--- src/rtl/flash_wave_loader.sv ---
// Flash-to-waveform-RAM loader: reads bytes from flash_ctrl, packs them MSB-first into
// samples, and writes each sample to the waveform RAM. Timeout on every flash wait.
module flash_wave_loader #(
  parameter int ADDR_NBIT     = 24,
  parameter int DATA_NBIT     = 8,
  parameter int SAMPLE_NBYTE  = 2,
  parameter int RAM_ADDR_NBIT = 12,
  parameter int TO_NBIT       = 12
) (
  input  logic                              mclk,
  input  logic                              rst_n,
  input  logic                              start,
  input  logic [ADDR_NBIT-1:0]              base_addr,
  input  logic [RAM_ADDR_NBIT-1:0]          num_samples,
  output logic                              busy,
  output logic                              done,
  output logic                              err,
  output logic                              flash_rd,
  output logic [ADDR_NBIT-1:0]              flash_raddr,
  input  logic                              flash_rstatus,
  input  logic [DATA_NBIT-1:0]              flash_rdata,
  input  logic                              flash_rdv,
  output logic                              wr_en,
  output logic [RAM_ADDR_NBIT-1:0]          wr_addr,
  output logic [SAMPLE_NBYTE*DATA_NBIT-1:0] wr_data
);
  localparam int SW = SAMPLE_NBYTE * DATA_NBIT;
  localparam logic [TO_NBIT-1:0] TO_MAX = '1;

  typedef enum logic [2:0] {
    S_IDLE, S_REQ, S_WAIT_BUSY, S_WAIT_DATA, S_WRITE, S_DONE
  } state_t;

  state_t                   state, state_nxt;
  logic [RAM_ADDR_NBIT-1:0] n_lat;
  logic [SW-1:0]            sample, sample_nxt;
  logic [1:0]               byte_cnt;
  logic [TO_NBIT-1:0]       to_cnt;
  logic                     to_hit, byte_last, smp_last, accept, wait_st;

  assign to_hit     = (to_cnt == TO_MAX);
  assign byte_last  = (byte_cnt == 2'(SAMPLE_NBYTE - 1));
  assign smp_last   = (wr_addr == n_lat - RAM_ADDR_NBIT'(1));
  assign wait_st    = (state == S_REQ) || (state == S_WAIT_BUSY) || (state == S_WAIT_DATA);
  assign sample_nxt = (sample << DATA_NBIT) | SW'(flash_rdata);

  assign busy  = (state != S_IDLE);
  assign done  = (state == S_DONE);
  assign wr_en = (state == S_WRITE);

  always_comb begin
    state_nxt = state;
    flash_rd  = 1'b0;
    accept    = 1'b0;
    case (state)
      S_IDLE:      if (start) state_nxt = (num_samples == '0) ? S_DONE : S_REQ;
      S_REQ: begin
        if (to_hit) state_nxt = S_DONE;
        else if (flash_rstatus) begin
          flash_rd  = 1'b1;
          state_nxt = S_WAIT_BUSY;
        end
      end
      S_WAIT_BUSY: begin
        if (to_hit) state_nxt = S_DONE;
        else if (!flash_rstatus) state_nxt = S_WAIT_DATA;
      end
      S_WAIT_DATA: begin
        // timeout wins over a byte arriving in the same cycle
        if (to_hit) state_nxt = S_DONE;
        else if (flash_rstatus && flash_rdv) begin
          accept    = 1'b1;
          state_nxt = byte_last ? S_WRITE : S_REQ;
        end
      end
      S_WRITE:     state_nxt = smp_last ? S_DONE : S_REQ;
      S_DONE:      state_nxt = S_IDLE;
      default:     state_nxt = S_IDLE;
    endcase
  end

  always_ff @(posedge mclk or negedge rst_n) begin
    if (!rst_n) begin
      state       <= S_IDLE;
      err         <= 1'b0;
      flash_raddr <= '0;
      wr_addr     <= '0;
      wr_data     <= '0;
      n_lat       <= '0;
      sample      <= '0;
      byte_cnt    <= '0;
      to_cnt      <= '0;
    end else begin
      state <= state_nxt;
      if (state_nxt != state) to_cnt <= '0;
      else if (wait_st)       to_cnt <= to_cnt + TO_NBIT'(1);
      if (wait_st && to_hit) err <= 1'b1;
      case (state)
        S_IDLE: if (start) begin
          n_lat       <= num_samples;
          flash_raddr <= base_addr;
          err         <= 1'b0;
          wr_addr     <= '0;
          byte_cnt    <= '0;
          sample      <= '0;
        end
        S_WAIT_DATA: if (accept) begin
          flash_raddr <= flash_raddr + ADDR_NBIT'(1);
          if (byte_last) begin
            byte_cnt <= '0;
            wr_data  <= sample_nxt;
            sample   <= '0;
          end else begin
            byte_cnt <= byte_cnt + 2'd1;
            sample   <= sample_nxt;
          end
        end
        // hold on the last sample so wr_addr stays within 0..num_samples-1
        S_WRITE: if (!smp_last) wr_addr <= wr_addr + RAM_ADDR_NBIT'(1);
        default: ;
      endcase
    end
  end
endmodule

--- config.mk ---
export PLATFORM = sky130hd
export DESIGN_NAME = flash_wave_loader
export DESIGN_NICKNAME = d
export VERILOG_FILES = /design/src/rtl/flash_wave_loader.sv
export SDC_FILE = /design/constraint.sdc
export NUM_CORES = 1
export LEC_CHECK = 0
export CAP_MARGIN = 40
export CELL_PAD_IN_SITES_DETAIL_PLACEMENT = 0
export CELL_PAD_IN_SITES_GLOBAL_PLACEMENT = 1
export CORE_ASPECT_RATIO = 1.5
export CORE_MARGIN = 1
export CORE_UTILIZATION = 34
export CTS_CLUSTER_SIZE = 12
export DETAILED_ROUTE_END_ITERATION = 7
export GPL_ROUTABILITY_DRIVEN = 0
export PLACE_DENSITY_LB_ADDON = 0.1
export SYNTH_ARGS = -nofsm -noshare
export SYNTH_HDL_FRONTEND = slang
export SYNTH_SLANG_ARGS = --single-unit
--- constraint.sdc ---
create_clock -name mclk -period 2.8 [get_ports mclk]
set_input_delay 0.28 -clock mclk [delete_from_list [all_inputs] [get_ports mclk]]
set_output_delay 0.28 -clock mclk [all_outputs]
set_load 0.01 [all_outputs]
# Word level (Yosys, flattened, before mapping)

Index checks and enable logic that the tools add are counted.

Input bits: 49
Memory bits (writable): 0
Memories: 0
Flip-flop bits (word level): 90
Bits in latches: 0
Output and inout port bits: 57
Bits in read-only memories: 0
Logic and storage cells: 77

Eq/ne operators: 12
Shifts and indexed selects: 0
$add $sub $neg: 5
$lt $le $gt $ge: 0
Muxes and demuxes: 36
$mul: 0
Bitwise gates (word level): 1
Reduce and logical (&&, ||, !) cells: 14
Divide/modulo/power cells: 0

Operators by type and width:

| cell                  | count |
|---|---|
| $mux 12               | 4 |
| $mux 24               | 2 |
| $pmux 24 s2           | 1 |
| $mux 3                | 10 |
| $add 12x1->12 const B | 2 |
| $add 24x1->24 const B | 1 |
| $mux 8                | 3 |
| $pmux 12 s2           | 1 |
| $or 16x8->16          | 1 |
| $pmux 8 s2            | 1 |
| $pmux 3 s5            | 1 |
| $eq 12x12->1          | 1 |
| $eq 12x12->1 const B  | 1 |
| $logic_not 12->1      | 1 |
| $sub 12x1->12 const B | 1 |
| $mux 1                | 9 |
| $reduce_and 3->1      | 3 |
| $eq 3x2->1 const B    | 2 |
| $eq 3x3->1 const B    | 2 |
| $mux 2                | 3 |
| $ne 2x2->1 const B    | 3 |
| $reduce_bool 2->1     | 3 |
| $pmux 2 s2            | 1 |
| $eq 3x1->1 const B    | 1 |
| 8 further kinds       | 10 |

# Depth between registers and ports, before layout

Gate-level depths: netlist of the first run.

Word-level depth: 7
Gate-level depth with buffers: 10
Mapped depth without buffers: 9

# Worst setup path before layout of the first run

OpenSTA, ideal clock, no wires.

Path type: register to register
Start: reg n_lat[3]
End: reg wr_addr[9]
Path buffers: 0
Stages on the path, launching flop included: 8
Period minus slack after synthesis: 2.648 ns
Path slack: 0.152 ns
Required time: 2.722 ns
Arrival time: 2.570 ns
Setup time: 0.078 ns
Path through: dfrtp_1 or3_4 or4_4 mux2_4 o2111ai_4 nor2_4 or4_1 a21oi_1

Longest elaborated chain between the ends: 4

Ends and longest elaborated chain:

| item                              | RTL line | source |
|---|---|---|
| from (decl)                       | 35       | `logic [RAM_ADDR_NBIT-1:0] n_lat;` |
| from (signal assigned)            | 100      | `n_lat <= num_samples;` |
| $sub 12x1->12                     | 43       | `assign smp_last = (wr_addr == n_lat - RAM_ADDR_NBIT'(1));` |
| $eq 12x12->1                      | 43       |  |
| $ne 2x2->1 (no source line)       | --       |  |
| $reduce_and 3->1 (no source line) | --       |  |
| to (signal assigned)              | 119      | `S_WRITE: if (!smp_last) wr_addr <= wr_addr + RAM_ADDR_NBIT'(1);` |
| to (decl)                         | 24       | `output logic [RAM_ADDR_NBIT-1:0] wr_addr,` |

No other way between the ends.
A chain may end at the register's enable or synchronous reset.

# Worst setup path after layout of the first run

Same ends and word-level chain as after synthesis.

==> results of run 1 <==
-- logic make-up (layout without fill, tap and decap cells) --
kind of cell	after synthesis	count (layout)	share of synthesized area (%)
and+or+nand+nor	238	238	23.3
xor gates and xnor gates	26	26	4.70
buffers and inverters	39	152	3.02
AOI/OAI and AO/OA	128	128	16.4
muxes	22	22	5.09
DFF	90	90	46.5
adders and majority gates	4	4	1.03
-- per-layer routing --
| metal | global-route usage [%] | up-vias | part of all wire [%] |
|---|---|---|---|
| li1 | - | 2168 | - |
| met1 | 22.3 | 2136 | 42 |
| met2 | 34.3 | 100 | 52 |
| met3 | 2.91 | 26 | 2.9 |
| met4 | 9.26 | 0 | 3.0 |
| met5 | 0 | - | 0 |
-- sequential cells by signal, indices dropped and copies added (netlist names) --
name and count:
to_cnt 12, wr_data 16, byte_cnt 2, wr_addr 12
state 3, sample 8, err 1, n_lat 12
flash_raddr 24
-- cells in the final DEF (no fill, tap or decap), types with 6 or more instances in the layout --
cell,instances
sky130_fd_sc_hd__mux2_2,17
sky130_fd_sc_hd__a21oi_1,43
sky130_fd_sc_hd__and3_1,8
sky130_fd_sc_hd__xnor2_1,16
sky130_fd_sc_hd__nor4_1,6
sky130_fd_sc_hd__o21ai_0,30
sky130_fd_sc_hd__nor2b_1,7
sky130_fd_sc_hd__nand2_1,87
sky130_fd_sc_hd__nor3_1,12
sky130_fd_sc_hd__nor2_1,49
sky130_fd_sc_hd__nand3_1,32
sky130_fd_sc_hd__nand4_1,8
sky130_fd_sc_hd__clkdlybuf4s50_1,104
sky130_fd_sc_hd__buf_4,19
sky130_fd_sc_hd__xor2_1,10
sky130_fd_sc_hd__inv_1,10
sky130_fd_sc_hd__a31oi_1,9
sky130_fd_sc_hd__or3_1,8
sky130_fd_sc_hd__o22ai_1,7
sky130_fd_sc_hd__clkbuf_16,9
sky130_fd_sc_hd__dfrtp_1,90
-- what timing repair did --
action | 4_1_cts | 5_1_grt
hold endpoints to repair | 44 | 0
setup buffers | 0 | 4
gates resized for setup | 0 | 1
hold buffers | 1 | 0
endpoints found under the setup margin | 0 | 4
-- power groups by stage --
stage | Sequential (mW) | Combinational [mW] | Clock, mW
2_1_floorplan | 2.34 | 1.74 | 0
3_3_place_gp | 2.31 | 3.11 | 0
3_5_place_dp | 2.33 | 3.15 | 0
4_1_cts | 2.31 | 3.17 | 1.48
5_1_grt | 2.40 | 3.47 | 1.53
6_report | 2.31 | 3.12 | 1.44
-- final cells by class --
cell class | instances | area, um2
Sequential cell | 90 | 2250
Clock inverter | 7 | 124
Inverter | 10 | 37.5
Multi-Input combinational cell | 418 | 2460
Tap cell | 192 | 240
Timing Repair Buffer | 126 | 1230
Fill cell | 1414 | 7420
Clock buffer | 9 | 225
-- through the flow --
| stage | hold WS, ps | util (%) | cell area, um2 |
|---|---|---|---|
| finish | 472 | 46.9 | 6570 |
| global route | 487 | 46.9 | 6570 |
| CTS | 475 | 46.7 | 6540 |
| detailed placement | 341 | 44.2 | 6180 |
| global placement | 328 | 44.2 | 6180 |
| floorplan | -15.6 | - | 4850 |
-- worst reg2reg max path, delay by kind of cell, from the launching register on --
kind	cells	cell delay [ps]
muxes	1	330
AOI/OAI and AO/OA	2	390
and+or+nand+nor	4	1550
DFF	1	380
-- path summary, 6_finish.rpt --
kind,from,to,slack [ps],cells after the start
min in group mclk,sample[2],sample[2],480,2
max in group asynchronous,rst_n,flash_raddr[4],1640,3
min,rst_n,wr_addr[8],470,2
max reg2reg,n_lat[3],wr_addr[9],70,7
max,n_lat[3],wr_addr[9],70,7
min reg2reg,sample[2],sample[2],480,2
==> metrics.md, run 1 <==
| Metric | Value |
|---|---|
| Number of routed nets with antenna violations | 0 |
| Post-synthesis cell area | 4850 um2 |
| Clock root buffer | sky130_fd_sc_hd__clkbuf_16 |
| Endpoint kind of the worst setup timing path | flip-flop |
| Largest net degree at the start of global routing | roughly 50 |
| Detailed Route Iter0 Violations | 136 |
| Sinks on the clock net | 90 |
| Pre-CTS setup slack | just under 60 ps |
| Worst slew margin relative to its limit | 51.9% |
| Number of enable-type register cells in the synthesized netlist | 0 |
| H-tree levels | 3 |
| Fmax | 0.367 GHz |
| Transition time of the tightest slew-check pin | 722 ps |
| Required arrival time at the worst endpoint | between 3000 and 4000 ps |
| CTS tree | yes |
| Leftover overflow at the end of global routing | 0 |
| Initial cell density of the core | 34.6% |
| Total number of vias | around 4.4k |
| Fraction of final layout cells sized beyond drive strength 1 | under 10% |
| Port Buf Inserts | 105 |
| Clock Skews | about 12 ps |
| Synthesized net count | 600 |
| Core area | 14,000 um2 |
| Leakage power | 2.77 nW |
| Final HPWL from detailed placement | 9850 um |
| Cell Rows | 53 |
| Die Area | roughly 15,000 um2 |
| Per-cell via count in the routed design | 5.20 |
| Insertion delay of the later-clocked pin in the worst-skew pair | 350 ps |
| Number of distinct library cell variants in the gate-level netlist after synthesis | 51 |
| Total iterations of the first detailed-routing run | 5 |
| TritonCTS buffer count | 9 |
| Pwr per Cell Area | 1050 nW/um2 |
| Die boundary width | just under 100 um |
| Sequential cell area fraction in the yosys report | 46.5% |
| Net Sw Power | about 2.7 mW |
| # diodes | 0 |
| Max FO, Critical Path | 8 |
| Switching share of total power | between 30% and 40% |
| Total Wirelength | 13,700 um |
| Time the worst path needs with I/O delays and setup | 2730 ps |
| Area Overhead vs Synth | 35.5% |
| Sequential power share | between 30% and 40% |
| Most repeated cell in the gate-level netlist after synthesis | sky130_fd_sc_hd__dfrtp_1 |
| Number of top-level pins | approximately 110 |
| Top FF cell, synth | sky130_fd_sc_hd__dfrtp_1 |
| Final Hold Vio Count | 0 |
| Number of antenna violations at the first check in global routing | 0 |
| Global routing usage summed across all routing layers | 19.2% |
| Wire length of the first global-routing pass | ~22,000 um |
| Most area-consuming cells after synthesis | sky130_fd_sc_hd__dfrtp_1 (46%), sky130_fd_sc_hd__nand2_1 (6.7%), sky130_fd_sc_hd__a21oi_1 (4.4%) |
| DRC violation count after routing | 0 |
| Final std cells w/o fill | 852 |
| Sequence of cells on the critical path | or3_4, or4_4, mux2_4, o2111ai_4, nor2_4, or4_1, a21oi_1 |
| Number of slew-limit violations in the final report | 0 |
| Type of the worst min-delay path | in2async |
| Slowest CP cell | sky130_fd_sc_hd__or4_4 |
| Internal power component | 4.20 mW |
| Post-DR wirelength/cell | 16.1 um |
| Buffer levels on the longest clock path | 2 |
| Power share of the combinational group | 45.4% |
| Mean Syn Cell Area | 8.86 um2 |
| Setup violators final | 0 |
| Minimum setup slack in the final design | between 70 and 80 ps |
| Flip-flop and latch count after synthesis | 90 |
| Signal arrival time at the worst endpoint | 3000 ps |
| Post-CTS clock slew at the launch and capture registers of the worst setup and hold paths | 80 ps |
| Longest individual stage delay on the worst path | 530 ps |
| Post-synthesis async set-or-reset flop share | 100% |
| Power Total | 6.87 mW |
| Part of the cycle the worst path needs | 97.4% |
| Synthesized netlist cell count | approximately 550 |
| Aggregate negative setup slack | 0 ps |
| Fraction of power consumed by the clock network | 21.0% |
| Synth top cells by count | sky130_fd_sc_hd__dfrtp_1 (90), sky130_fd_sc_hd__nand2_1 (87), sky130_fd_sc_hd__nor2_1 (50), sky130_fd_sc_hd__a21oi_1 (43), sky130_fd_sc_hd__nand3_1 (32) |
| Category of the critical setup timing path | reg2reg |
| Worst path buffer plus inverter count | 0 |
| Startpoint type of the worst setup path | flip-flop |
| Worst voltage drop across the vdd grid | 0.489 mV |
| Library cell with the largest summed area after synthesis | sky130_fd_sc_hd__dfrtp_1 |
| Status | complete, no violations |
| Top-area cell type share of the netlist area | 46.5% |
| Cell total after placement | 831 |
| Category of cells accounting for the largest share of critical-path delay | simple AND/OR/NAND/NOR gates |
| Number of maximum-capacitance violations | 0 |
| Die height | 148 um |
| Final nets | slightly above 700 |
| Number of global-route vias before repair | 4,512 |
| Synthesis warning total | 0 |
Note: power is estimated with default switching activity, not from simulation.
==> run 2, diff against run 1 <==
Settings changed: CORE_UTILIZATION 34 to 38.
Clock period 2.8 ns to 2.95 ns, I/O delays scaled along.
==> run 2 against run 1 <==
Via count down 0.68%. The run now ends with hold timing left. Maximum frequency decreased by 2.0%. Non-clock buffer count down 5. Clock skew shrank 0.74 ps. Sequential share of layout area up 0.60 points. Worst hold slack worse by 500 ps. Largest power group unchanged. Critical path depth did not move. Routed wire length shrank 3.4%. Critical endpoint unchanged. Sequential power is 3% lower. Die area down 10%. Register-to-register slack improved by 90 ps.
==> metrics.md, run 2 (synthesized netlist as in run 1, its figures left out) <==
| Metric | Value |
|---|---|
| Leading cell type in the layout, fill and taps excluded | sky130_fd_sc_hd__clkdlybuf4s50_1 |
| Worst Reg2Reg Path Length in Cells | 7 |
| Final nets | 703 |
| Highest-count cells in the layout ignoring fill and taps | sky130_fd_sc_hd__clkdlybuf4s50_1 (104), sky130_fd_sc_hd__dfrtp_1 (90), sky130_fd_sc_hd__nand2_1 (87) |
| Part of the cycle the worst path needs | 94.3% |
| Total number of vias | 4,400 |
| Per-cell via count in the routed design | 5.43 |
| DRC violation count after routing | 0 |
| Cell Rows | 50 |
| Time the worst path needs with I/O delays and setup | about 2800 ps |
| Buffers inserted by post-CTS timing repair | 0 |
| Largest net degree at the start of global routing | 51 |
| Leakage power | 2.73 nW |
| Largest reg by FF count | flash_raddr |
| Detailed Route Iter0 Violations | about 190 |
| Wire length of the first global-routing pass | 21,300 um |
| CTS tree | yes |
| Final Hold Vio Count | 7 |
| Global routing usage summed across all routing layers | 20.7% |
| Required arrival time at the worst endpoint | between 3000 and 4000 ps |
| Violated checks | hold timing |
| Total Wirelength | 13,300 um |
| Total iterations of the first detailed-routing run | 6 |
| Hold buffer count at cts | 0 |
| Number of gates given a new drive strength after cts | 0 |
| Worst slew margin relative to its limit | 53.3% |
| Buffer levels on the longest clock path | 2 |
| Sinks on the clock net | 90 |
| Status | complete, but fails checks |
| Unrepaired setup endpoints after global routing | no |
| Clock root buffer | sky130_fd_sc_hd__clkbuf_16 |
| Number of top-level pins | between 100 and 150 |
| Leftover overflow at the end of global routing | 0 |
| Initial cell density of the core | 38.9% |
| Aggregate negative setup slack | 0 ps |
| Registers with the most flip-flops | flash_raddr: 24 flops, wr_data: 16 flops |
| Number of slew-limit violations in the final report | 0 |
| Endpoint kind of the worst setup timing path | flip-flop |
| Die Area | 13,200 um2 |
| Max FO, Critical Path | 10 |
| Final design utilization | 51.9% |
| Setup violators final | 0 |
| Port Buf Inserts | roughly 110 |
| Number of maximum-capacitance violations | 0 |
| Fin Hold WS | -27.1 ps |
| Die boundary width | 94.2 um |
| Fraction of final layout cells sized beyond drive strength 1 | 9.31% |
| Transition time of the tightest slew-check pin | 701 ps |
| Die height | 140 um |
| Worst voltage drop across the vdd grid | 0.354 mV |
| # diodes | 0 |
| Post-DR wirelength/cell | 16.4 um |
| Signal arrival time at the worst endpoint | 3050 ps |
| Pwr per Cell Area | between 1000 and 1500 nW/um2 |
| Area Overhead vs Synth | 33.2% |
| Type of the worst min-delay path | in2async |
| Post-CTS clock slew at the launch and capture registers of the worst setup and hold paths | approximately 70 ps |
| Category of the critical setup timing path | reg2reg |
| Fmax | 0.359 GHz |
| Number of global-route vias before repair | 4,311 |
| TritonCTS buffer count | 9 |
| Insertion delay of the later-clocked pin in the worst-skew pair | 350 ps |
| Clock Skews | 11.5 ps |
| Number of antenna violations at the first check in global routing | 0 |
| # fillers | approximately 1.2k |
| Power Total | 6.46 mW |
| Startpoint type of the worst setup path | flip-flop |
| Final HPWL from detailed placement | 9700 um |
| Number of routed nets with antenna violations | 0 |
| Core area | 12,400 um2 |
| Largest register FFs | 24 |
| H-tree levels | 3 |
-- run 2: changes by cell type in the layout (fill, tap and decap cells not counted) --
cell / previous run / this run
sky130_fd_sc_hd__a2111oi_1: 1 / 0
sky130_fd_sc_hd__buf_4: 19 / 17
sky130_fd_sc_hd__clkinv_2: 1 / 0
sky130_fd_sc_hd__clkinvlp_4: 0 / 2
sky130_fd_sc_hd__dlygate4sd3_1: 1 / 0
sky130_fd_sc_hd__a2111oi_0: 1 / 2
sky130_fd_sc_hd__buf_12: 2 / 0
sky130_fd_sc_hd__inv_8: 1 / 0
-- run 2: routing by layer --
metal  vias to the layer above  global-route usage [%]  routed length (um)
li1                       2156                       -                   -
met4                         0                    11.0                 429
met5                         -                       0                   0
met1                      2098                    24.3                5460
met3                        29                    2.82                 491
met2                       117                    35.9                6890
-- run 2: power by group --
part           internal (mW)  total [mW]  switching [mW]
combinational           1.40        2.89            1.49
clock                  0.834        1.35           0.514
sequential              1.71        2.23           0.515
-- run 2: worst max-delay path, stage by stage, from the launching register on --
cell and delay, ps:
sky130_fd_sc_hd__dfrtp_1 430, sky130_fd_sc_hd__or3_4 430, sky130_fd_sc_hd__or4_4 530, sky130_fd_sc_hd__mux2_4 330, sky130_fd_sc_hd__o2111ai_4 230, sky130_fd_sc_hd__nor2_4 100, sky130_fd_sc_hd__or4_1 510, sky130_fd_sc_hd__a21oi_1 160
-- run 2: cell type report --
type	count	area [um2]	share of cell area, %
inverter	10	37.5	0.581
multi-input combinational	418	2450	38.0
clock inverter	7	123	1.90
sequential	90	2250	34.9
tap	156	195	3.02
clock buffer	9	225	3.49
timing repair buffer	121	1170	18.1
-- run 2: final timing paths --
kind,from,end,slack [ps]
setup / recovery,n_lat[3],wr_addr[9],170
hold / removal,rst_n,wr_addr[9],-30
setup reg to reg,n_lat[3],wr_addr[9],170
hold reg to reg,sample[4],sample[4],460
max in group asynchronous,rst_n,wr_data[11],2250
min in group mclk,sample[4],sample[4],460
-- run 2: stage by stage --
stage          setup WS [ps]  instances  hold slack (ps)  instance area (um2)
6_report                 167        811            -27.1                 6460
3_5_place_dp             157        795              384                 6110
5_1_grt                 26.1        811             42.1                 6460
3_3_place_gp             187        794              394                 6100
2_1_floorplan            302        547           -0.591                 4850
4_1_cts                  155        811             14.1                 6460
